$ cat src/rtl/imem_loader.sv
// imem_loader: boot-time byte-stream loader for the instruction memory.
// Assembles little-endian words, writes them, and holds the core in reset meanwhile.
module imem_loader #(
    parameter int unsigned MEM_BYTES = 16384,
    parameter int unsigned TIMEOUT   = 1000000
) (
    input  logic        clk_i,
    input  logic        rst_ni,
    input  logic        start_i,
    input  logic [31:0] len_i,
    input  logic        byte_valid_i,
    input  logic [7:0]  byte_data_i,
    output logic        byte_ready_o,
    output logic        mem_wren_o,
    output logic [31:0] mem_addr_o,
    output logic [31:0] mem_wdata_o,
    output logic        cpu_rst_no,
    output logic        busy_o,
    output logic        done_o,
    output logic        err_o
);

    localparam logic [31:0] MAX_WORDS = 32'(MEM_BYTES / 4);
    localparam logic [31:0] TO_CNT    = 32'(TIMEOUT);

    typedef enum logic [2:0] {
        IDLE,
        RECV,
        WRITE,
        DONE,
        ERR
    } state_e;

    state_e      state_q, state_d;
    logic [31:0] len_q, len_d;
    logic [31:0] wcnt_q, wcnt_d;
    logic [1:0]  bidx_q, bidx_d;
    logic [31:0] tcnt_q, tcnt_d;
    logic [23:0] buf_q, buf_d;
    logic [31:0] wdata_q, wdata_d;
    logic [31:0] addr_q, addr_d;
    logic        cpu_rst_q, cpu_rst_d;
    logic        accept;

    assign byte_ready_o = (state_q == RECV);
    assign mem_wren_o   = (state_q == WRITE);
    assign busy_o       = (state_q == RECV) || (state_q == WRITE);
    assign done_o       = (state_q == DONE);
    assign err_o        = (state_q == ERR);
    assign mem_addr_o   = addr_q;
    assign mem_wdata_o  = wdata_q;
    assign cpu_rst_no   = cpu_rst_q;
    assign accept       = byte_valid_i && (state_q == RECV);

    // Next-state logic: session control, byte assembly, word counting, timeout
    always_comb begin
        state_d = state_q;
        len_d   = len_q;
        wcnt_d  = wcnt_q;
        bidx_d  = bidx_q;
        tcnt_d  = tcnt_q;
        buf_d   = buf_q;
        wdata_d = wdata_q;
        addr_d  = addr_q;
        case (state_q)
            IDLE, DONE, ERR: begin
                if (start_i) begin
                    len_d  = len_i;
                    wcnt_d = '0;
                    bidx_d = '0;
                    tcnt_d = '0;
                    if (len_i == '0) begin
                        state_d = DONE;
                    end else if (len_i > MAX_WORDS) begin
                        state_d = ERR;
                    end else begin
                        state_d = RECV;
                    end
                end
            end
            RECV: begin
                if (accept) begin
                    tcnt_d = '0;
                    bidx_d = bidx_q + 2'd1;
                    if (bidx_q == 2'd3) begin
                        // Earlier bytes sit in buf_q with byte 0 lowest
                        wdata_d = {byte_data_i, buf_q};
                        addr_d  = {wcnt_q[29:0], 2'b00};
                        state_d = WRITE;
                    end else begin
                        buf_d = {byte_data_i, buf_q[23:8]};
                    end
                end else begin
                    tcnt_d = tcnt_q + 32'd1;
                    if ((TO_CNT != '0) && (tcnt_d == TO_CNT)) begin
                        state_d = ERR;
                    end
                end
            end
            WRITE: begin
                wcnt_d = wcnt_q + 32'd1;
                bidx_d = '0;
                if (wcnt_d == len_q) begin
                    state_d = DONE;
                end else begin
                    state_d = RECV;
                end
            end
            default: begin
                state_d = IDLE;
            end
        endcase
        cpu_rst_d = (state_d == IDLE) || (state_d == DONE);
    end

    // State and datapath registers with synchronous active-low reset
    always_ff @(posedge clk_i) begin
        if (!rst_ni) begin
            state_q   <= IDLE;
            len_q     <= '0;
            wcnt_q    <= '0;
            bidx_q    <= '0;
            tcnt_q    <= '0;
            buf_q     <= '0;
            wdata_q   <= '0;
            addr_q    <= '0;
            cpu_rst_q <= 1'b0;
        end else begin
            state_q   <= state_d;
            len_q     <= len_d;
            wcnt_q    <= wcnt_d;
            bidx_q    <= bidx_d;
            tcnt_q    <= tcnt_d;
            buf_q     <= buf_d;
            wdata_q   <= wdata_d;
            addr_q    <= addr_d;
            cpu_rst_q <= cpu_rst_d;
        end
    end

endmodule

$ cat config.mk
export PLATFORM = sky130hd
export DESIGN_NAME = imem_loader
export DESIGN_NICKNAME = d
export VERILOG_FILES = /design/src/rtl/imem_loader.sv
export SDC_FILE = /design/constraint.sdc
export NUM_CORES = 1
export LEC_CHECK = 0
export CORE_ASPECT_RATIO = 0.75
export CORE_MARGIN = 3
export CORE_UTILIZATION = 38
export CTS_CLUSTER_SIZE = 25
export DETAILED_ROUTE_END_ITERATION = 10
export PLACE_DENSITY_LB_ADDON = 0.2
export SLEW_MARGIN = 20
export SYNTH_ARGS = -nofsm -noshare
export SYNTH_HDL_FRONTEND = slang
export SYNTH_SLANG_ARGS = --single-unit
export TNS_END_PERCENT = 10
$ cat constraint.sdc
create_clock -name clk_i -period 5.7 [get_ports clk_i]
set_clock_uncertainty 0.2 [all_clocks]
set_input_delay 1.71 -clock clk_i [delete_from_list [all_inputs] [get_ports clk_i]]
set_output_delay 1.71 -clock clk_i [all_outputs]
set_load 0.02 [all_outputs]
======== Yosys cells after proc, flatten, opt, wreduce, memory -nomap -nowiden ========
Cells that the tools add are included.
storage, ports and cells
  register bits after elaboration ......... 188
  bits in latches ......................... 0
  memory bits (writable) .................. 0
  memory bits (read-only) ................. 0
  input bits .............................. 44
  output and inout port bits .............. 70
  word-level logic and storage cells ...... 55
  memories kept ........................... 0
cells by class
  $add $sub $neg .......................... 3
  multiply operators ...................... 0
  div/mod/pow operators ................... 0
  $lt $le $gt $ge ......................... 1
  equality and inequality tests ........... 10
  shift operators ......................... 0
  multiplexer cells ....................... 15
  bitwise logic cells ..................... 1
  reduce and logical (&&, ||, !) cells .... 16
operator list
  operator                 number
  $pmux W32 S2             2
  $add A32 B1 Y32 const B  2
  $mux W32                 2
  $eq A32 B20 Y1 const B   1
  $eq A32 B32 Y1           1
  $gt A32 B13 Y1 const B   1
  $logic_not A32 Y1        1
  $mux W3                  6
  $eq A3 B2 Y1 const B     3
  $pmux W3 S3              1
  $reduce_and A3 Y1        3
  $logic_not A3 Y1         2
  $mux W2                  3
  $pmux W2 S3              1
  $reduce_and A2 Y1        3
  $reduce_bool A2 Y1       2
  $eq A3 B1 Y1 const B     1
  $eq A3 B3 Y1 const B     1
  $reduce_bool A3 Y1       1
  $reduce_or A3 Y1         1
  $add A2 B1 Y2 const B    1
  $eq A2 B2 Y1 const B     1
  $logic_or A1 B1 Y1       2
  $ne A2 B1 Y1 const B     1
  other kinds (3)          3

======== Depth between registers and ports, before layout ========
  depth after elaboration ................. 7
  depth in mapped cells ................... 11
  mapped depth without buffers ............ 9

======== Worst setup path before layout ========
No wires, ideal clock.
  path type ............................... in2reg
  start ................................... input port len_i[3]
  end ..................................... register cpu_rst_q, in the netlist cpu_rst_no
  setup time .............................. 0.103 ns
  arrival time ............................ 3.461 ns
  data required time ...................... 5.397 ns
  setup slack ............................. 1.935 ns
  stages .................................. 8
  buffers on the path ..................... 0
  cell sequence ........................... nor4_1 > nand3_1 > a2111oi_0 > nand2b_1 > o21ba_2 > a31oi_1 > a21bo_1 > a2111oi_2
between the ends
  longest elaborated chain between the ends .. 7
  elaborated cells between the ends (all ways) .. 9
  classes of those cells .................. order compare (1); eq/ne (1); mux (4); reduce/logical (3)
ends and longest elaborated chain
  what                                              RTL line  text
  from (decl)                                       10        input logic [31:0] len_i,
  $gt A32 B13 Y1                                    74        end else if (len_i > MAX_WORDS) begin
  $mux W3                                           74
  $mux W3 (*)                                       72        if (len_i == '0) begin
  $mux W3 (*)                                       67        if (start_i) begin
  $pmux W3 S3 (*)                                   65        case (state_q)
  $eq A3 B2 Y1 or $logic_not A3 Y1 (tied branches)  113       cpu_rst_d = (state_d == IDLE) || (state_d == DONE);
  $logic_or A1 B1 Y1 (*)                            113
  to (signal assigned)                              137       cpu_rst_q <= cpu_rst_d;
  to (decl)                                         42        logic cpu_rst_q, cpu_rst_d;
Mark *: on every way between the ends. The rest lies on a longest branch, timed or not.
A chain may end at the register's enable or synchronous reset.

======== Final worst setup path ========
  start ................................... input port len_i[29]
  end ..................................... register cpu_rst_q, in the netlist cpu_rst_no
Same word-level chain as after synthesis.

==> impl_metrics.env <==
export IMPL_grt_max_degree=98
export IMPL_yosysUniqueCellTypes=71
export IMPL_layout_common_cells="nand2_1, a21oi_1, dfxtp_1"
export IMPL_power_leakage_uw=0.00368
export IMPL_fmax_mhz=225
export IMPL_hold_violations=0
export IMPL_cp_slowest_cell="nor4_1"
export IMPL_worstReg2RegEnd="cpu_rst_no"
export IMPL_ys_flop_type="dfxtp_1"
export IMPL_netlist_instances=1253
export IMPL_dp_hpwl_um=18200
export IMPL_via_count=8861
export IMPL_grt_overflow_total=0
export IMPL_die_w_um=186
export IMPL_crit_fanout=2
export IMPL_cts_path_max_buffers=2
export IMPL_grt_pass1_vias=8177
export IMPL_antenna_found_initial=0
export IMPL_drc=0
export IMPL_die_y_um=141
export IMPL_p_clk_share_pct=44.4
export IMPL_dpl_cell_area_sq_um=10500
export IMPL_setup_viol_count_final=0
export IMPL_cp_top_family="compound AO/OA/AOI/OAI gates"
export IMPL_worstSetupStartpointType="input pin"
export IMPL_crit_required_ns=5.83
export IMPL_ir_worst_vdd_mv=0.213
export IMPL_postCtsSetupBuffers=0
export IMPL_io_pins=114
export IMPL_insertion_delay_ns=0.44
export IMPL_layout_commonest_cell="nand2_1"
export IMPL_clock_sinks=188
export IMPL_syn2layout_area_growth_pct=19.9
export IMPL_nets=1347
export IMPL_seqPwrFrac_pct=50.2
export IMPL_clk_pin_slew_ns=0.07
export IMPL_crit_type="in2reg"
export IMPL_wl_um=27100
export IMPL_routedWlPerCell_um=16.5
export IMPL_yosysSeqAreaShare_pct=40.6
export IMPL_path_buf_inv=1
export IMPL_end_kind="flop"
export IMPL_powerDensity_nw_per_um2=240
export IMPL_ant_nets=0
export IMPL_final_area_sq_um=11100
export IMPL_fin_util_pct=47.3
export IMPL_holdBufCountCts=0
export IMPL_root_buffer="clkbuf_16"
export IMPL_cts_buffers=17
export IMPL_portBuffers=111
export IMPL_worst_path_stages=9
export IMPL_htree_levels=4
export IMPL_tritoncts="done"
export IMPL_avgSynthCellArea_sq_um=7.40
export IMPL_power_internal_uw=2040
export IMPL_grt_pass1_wl_um=44000
export IMPL_drv_slew=0
export IMPL_diodes=0
export IMPL_startpoint="len_i[29]"
export IMPL_fp_coreArea_sq_um=23500
export IMPL_rsz0062_at_grt="no"
export IMPL_period_minus_slack_ns=4.45
export IMPL_place_gp_congestion=0.888
export IMPL_cts_resized=0
export IMPL_slew_headroom_pct=24.1
export IMPL_drt_pre_antenna_iters=5
export IMPL_tns_ns=0
export IMPL_layout_drive_gt1_share_pct=5.03
export IMPL_worstMarginPinSlew_ns=1.13
export IMPL_die_area_sq_um=26300
export IMPL_p_switching_uw=630
export IMPL_synth_edff_count=0
export IMPL_hold_path_class="reg2reg"
export IMPL_yosys_warnings=0
export IMPL_sw_frac_of_total_pct=23.6
export IMPL_crit_chain="clkdlybuf4s50_1, nor4_1, nand2_1, a2111oi_0, nand2b_1, o21ba_2, a31oi_1, a21bo_1, a2111oi_2"
export IMPL_async_flop_share_pct=0
export IMPL_netlist_area_sq_um=9280
export IMPL_p_comb_share_pct=5.4
export IMPL_num_rows=48
export IMPL_groute_usage_overall_pct=20.3
export IMPL_status="complete, no violations"
export IMPL_ys_seq_elements=188
export IMPL_r2r_start="wcnt_q[0]"
export IMPL_r2r_worst_path_cells=9
export IMPL_drtIter0Drc=663
export IMPL_initial_core_util_pct=39.5
export IMPL_reg2reg_slack_ns=1.93
export IMPL_arrival_ns=4.58
export IMPL_fin_crit_sh_pct=78.1
export IMPL_drv_cap=0
export IMPL_critPathMaxStageDelay_ns=0.71
export IMPL_vias_per_cell=5.41
export IMPL_crit_path_end="cpu_rst_no"
## power by group through the flow
stage                     logic, uW  clock network [uW]  registers [uW]
after global placement          142                   0            1370
after detailed placement        143                   0            1370
final                           143                1180            1340
after global routing            156                1270            1340
after CTS                       144                1220            1340
after floorplan                77.8                   0            1370
## cells by family (layout without fill, tap and decap cells)
family | count (synthesis) | in the layout | synth area share (%)
xor gates and xnor gates | 57 | 57 | 5.38
DFF | 188 | 188 | 40.6
adders and majority gates | 4 | 4 | 0.513
AOI/OAI and AO/OA | 300 | 300 | 18.5
other | 1 | 2 | 0.0404
and+or+nand+nor | 590 | 590 | 29.9
muxes | 4 | 4 | 0.459
buffers and inverters | 109 | 167 | 4.68
## final cells by class
type / instances / area (sq um)
fill: 2362 / 12400
clock buffer: 19 / 433
inverter: 10 / 42.5
clock inverter: 12 / 140
multi-input combinational: 957 / 5100
timing repair buffer: 126 / 1240
tap: 325 / 407
sequential: 188 / 3760
## worst min-delay path: cells and delay by family (launching register included)
family | cells | cell delay (ns)
AND/OR/NAND/NOR | 1 | 0.05
flip-flops | 1 | 0.31
AO/OA/AOI/OAI | 1 | 0.05
## metrics by stage
stage,instances,worst slack (ns),hold WS [ns],total power (uW)
after floorplan,1254,1.94,0.232,1440
after global placement,1606,0.888,0.241,1510
after detailed placement,1606,0.876,0.247,1510
after CTS,1637,1.28,0.257,2700
after global routing,1637,1.05,0.272,2760
final,1637,1.25,0.253,2670
## Yosys cell counts (all sizes together), types with 15 or more instances
master	count	area share [%]
a21oi	192	10
and3	15	1.0
buf	16	0.88
clkbuf	83	3.4
dfxtp	188	41
nand2	303	12
nand3	41	2.2
nand4	29	2.2
nor2	82	3.3
nor3	29	1.7
nor4	28	2.2
o21ai	43	2.3
xnor2	39	3.7
xor2	18	1.7
## how the worst min path moves through the flow
stage          cells past startpoint              to      startpoint  slack, ns
5_1_grt                            2  mem_wdata_o[0]        buf_q[0]       0.27
6_report                           2   mem_addr_o[9]   mem_addr_o[9]       0.25
4_1_cts                            2  mem_addr_o[11]  mem_addr_o[11]       0.26
2_1_floorplan                      2  mem_wdata_o[0]        buf_q[0]       0.23
3_5_place_dp                       2        buf_q[7]        buf_q[7]       0.25
3_3_place_gp                       2  mem_addr_o[10]  mem_addr_o[10]       0.24
## state kept, by name, indices dropped and copies added, names as in the netlist
name and flops:
wcnt_q 32, len_q 32, bidx_q 2, buf_q 24, mem_addr_o 30, mem_wdata_o 32, state_q 3, cpu_rst_no 1
tcnt_q 32
## routing by layer
layer | vias to the layer above | track usage, % | share of wire [%]
li1 | 4449 | - | -
met1 | 4163 | 28.8 | 49
met2 | 228 | 30.5 | 43
met3 | 21 | 6.27 | 7.2
met4 | 0 | 4.61 | 1.3
met5 | - | 0 | 0
(Power assumes the default switching activity.)
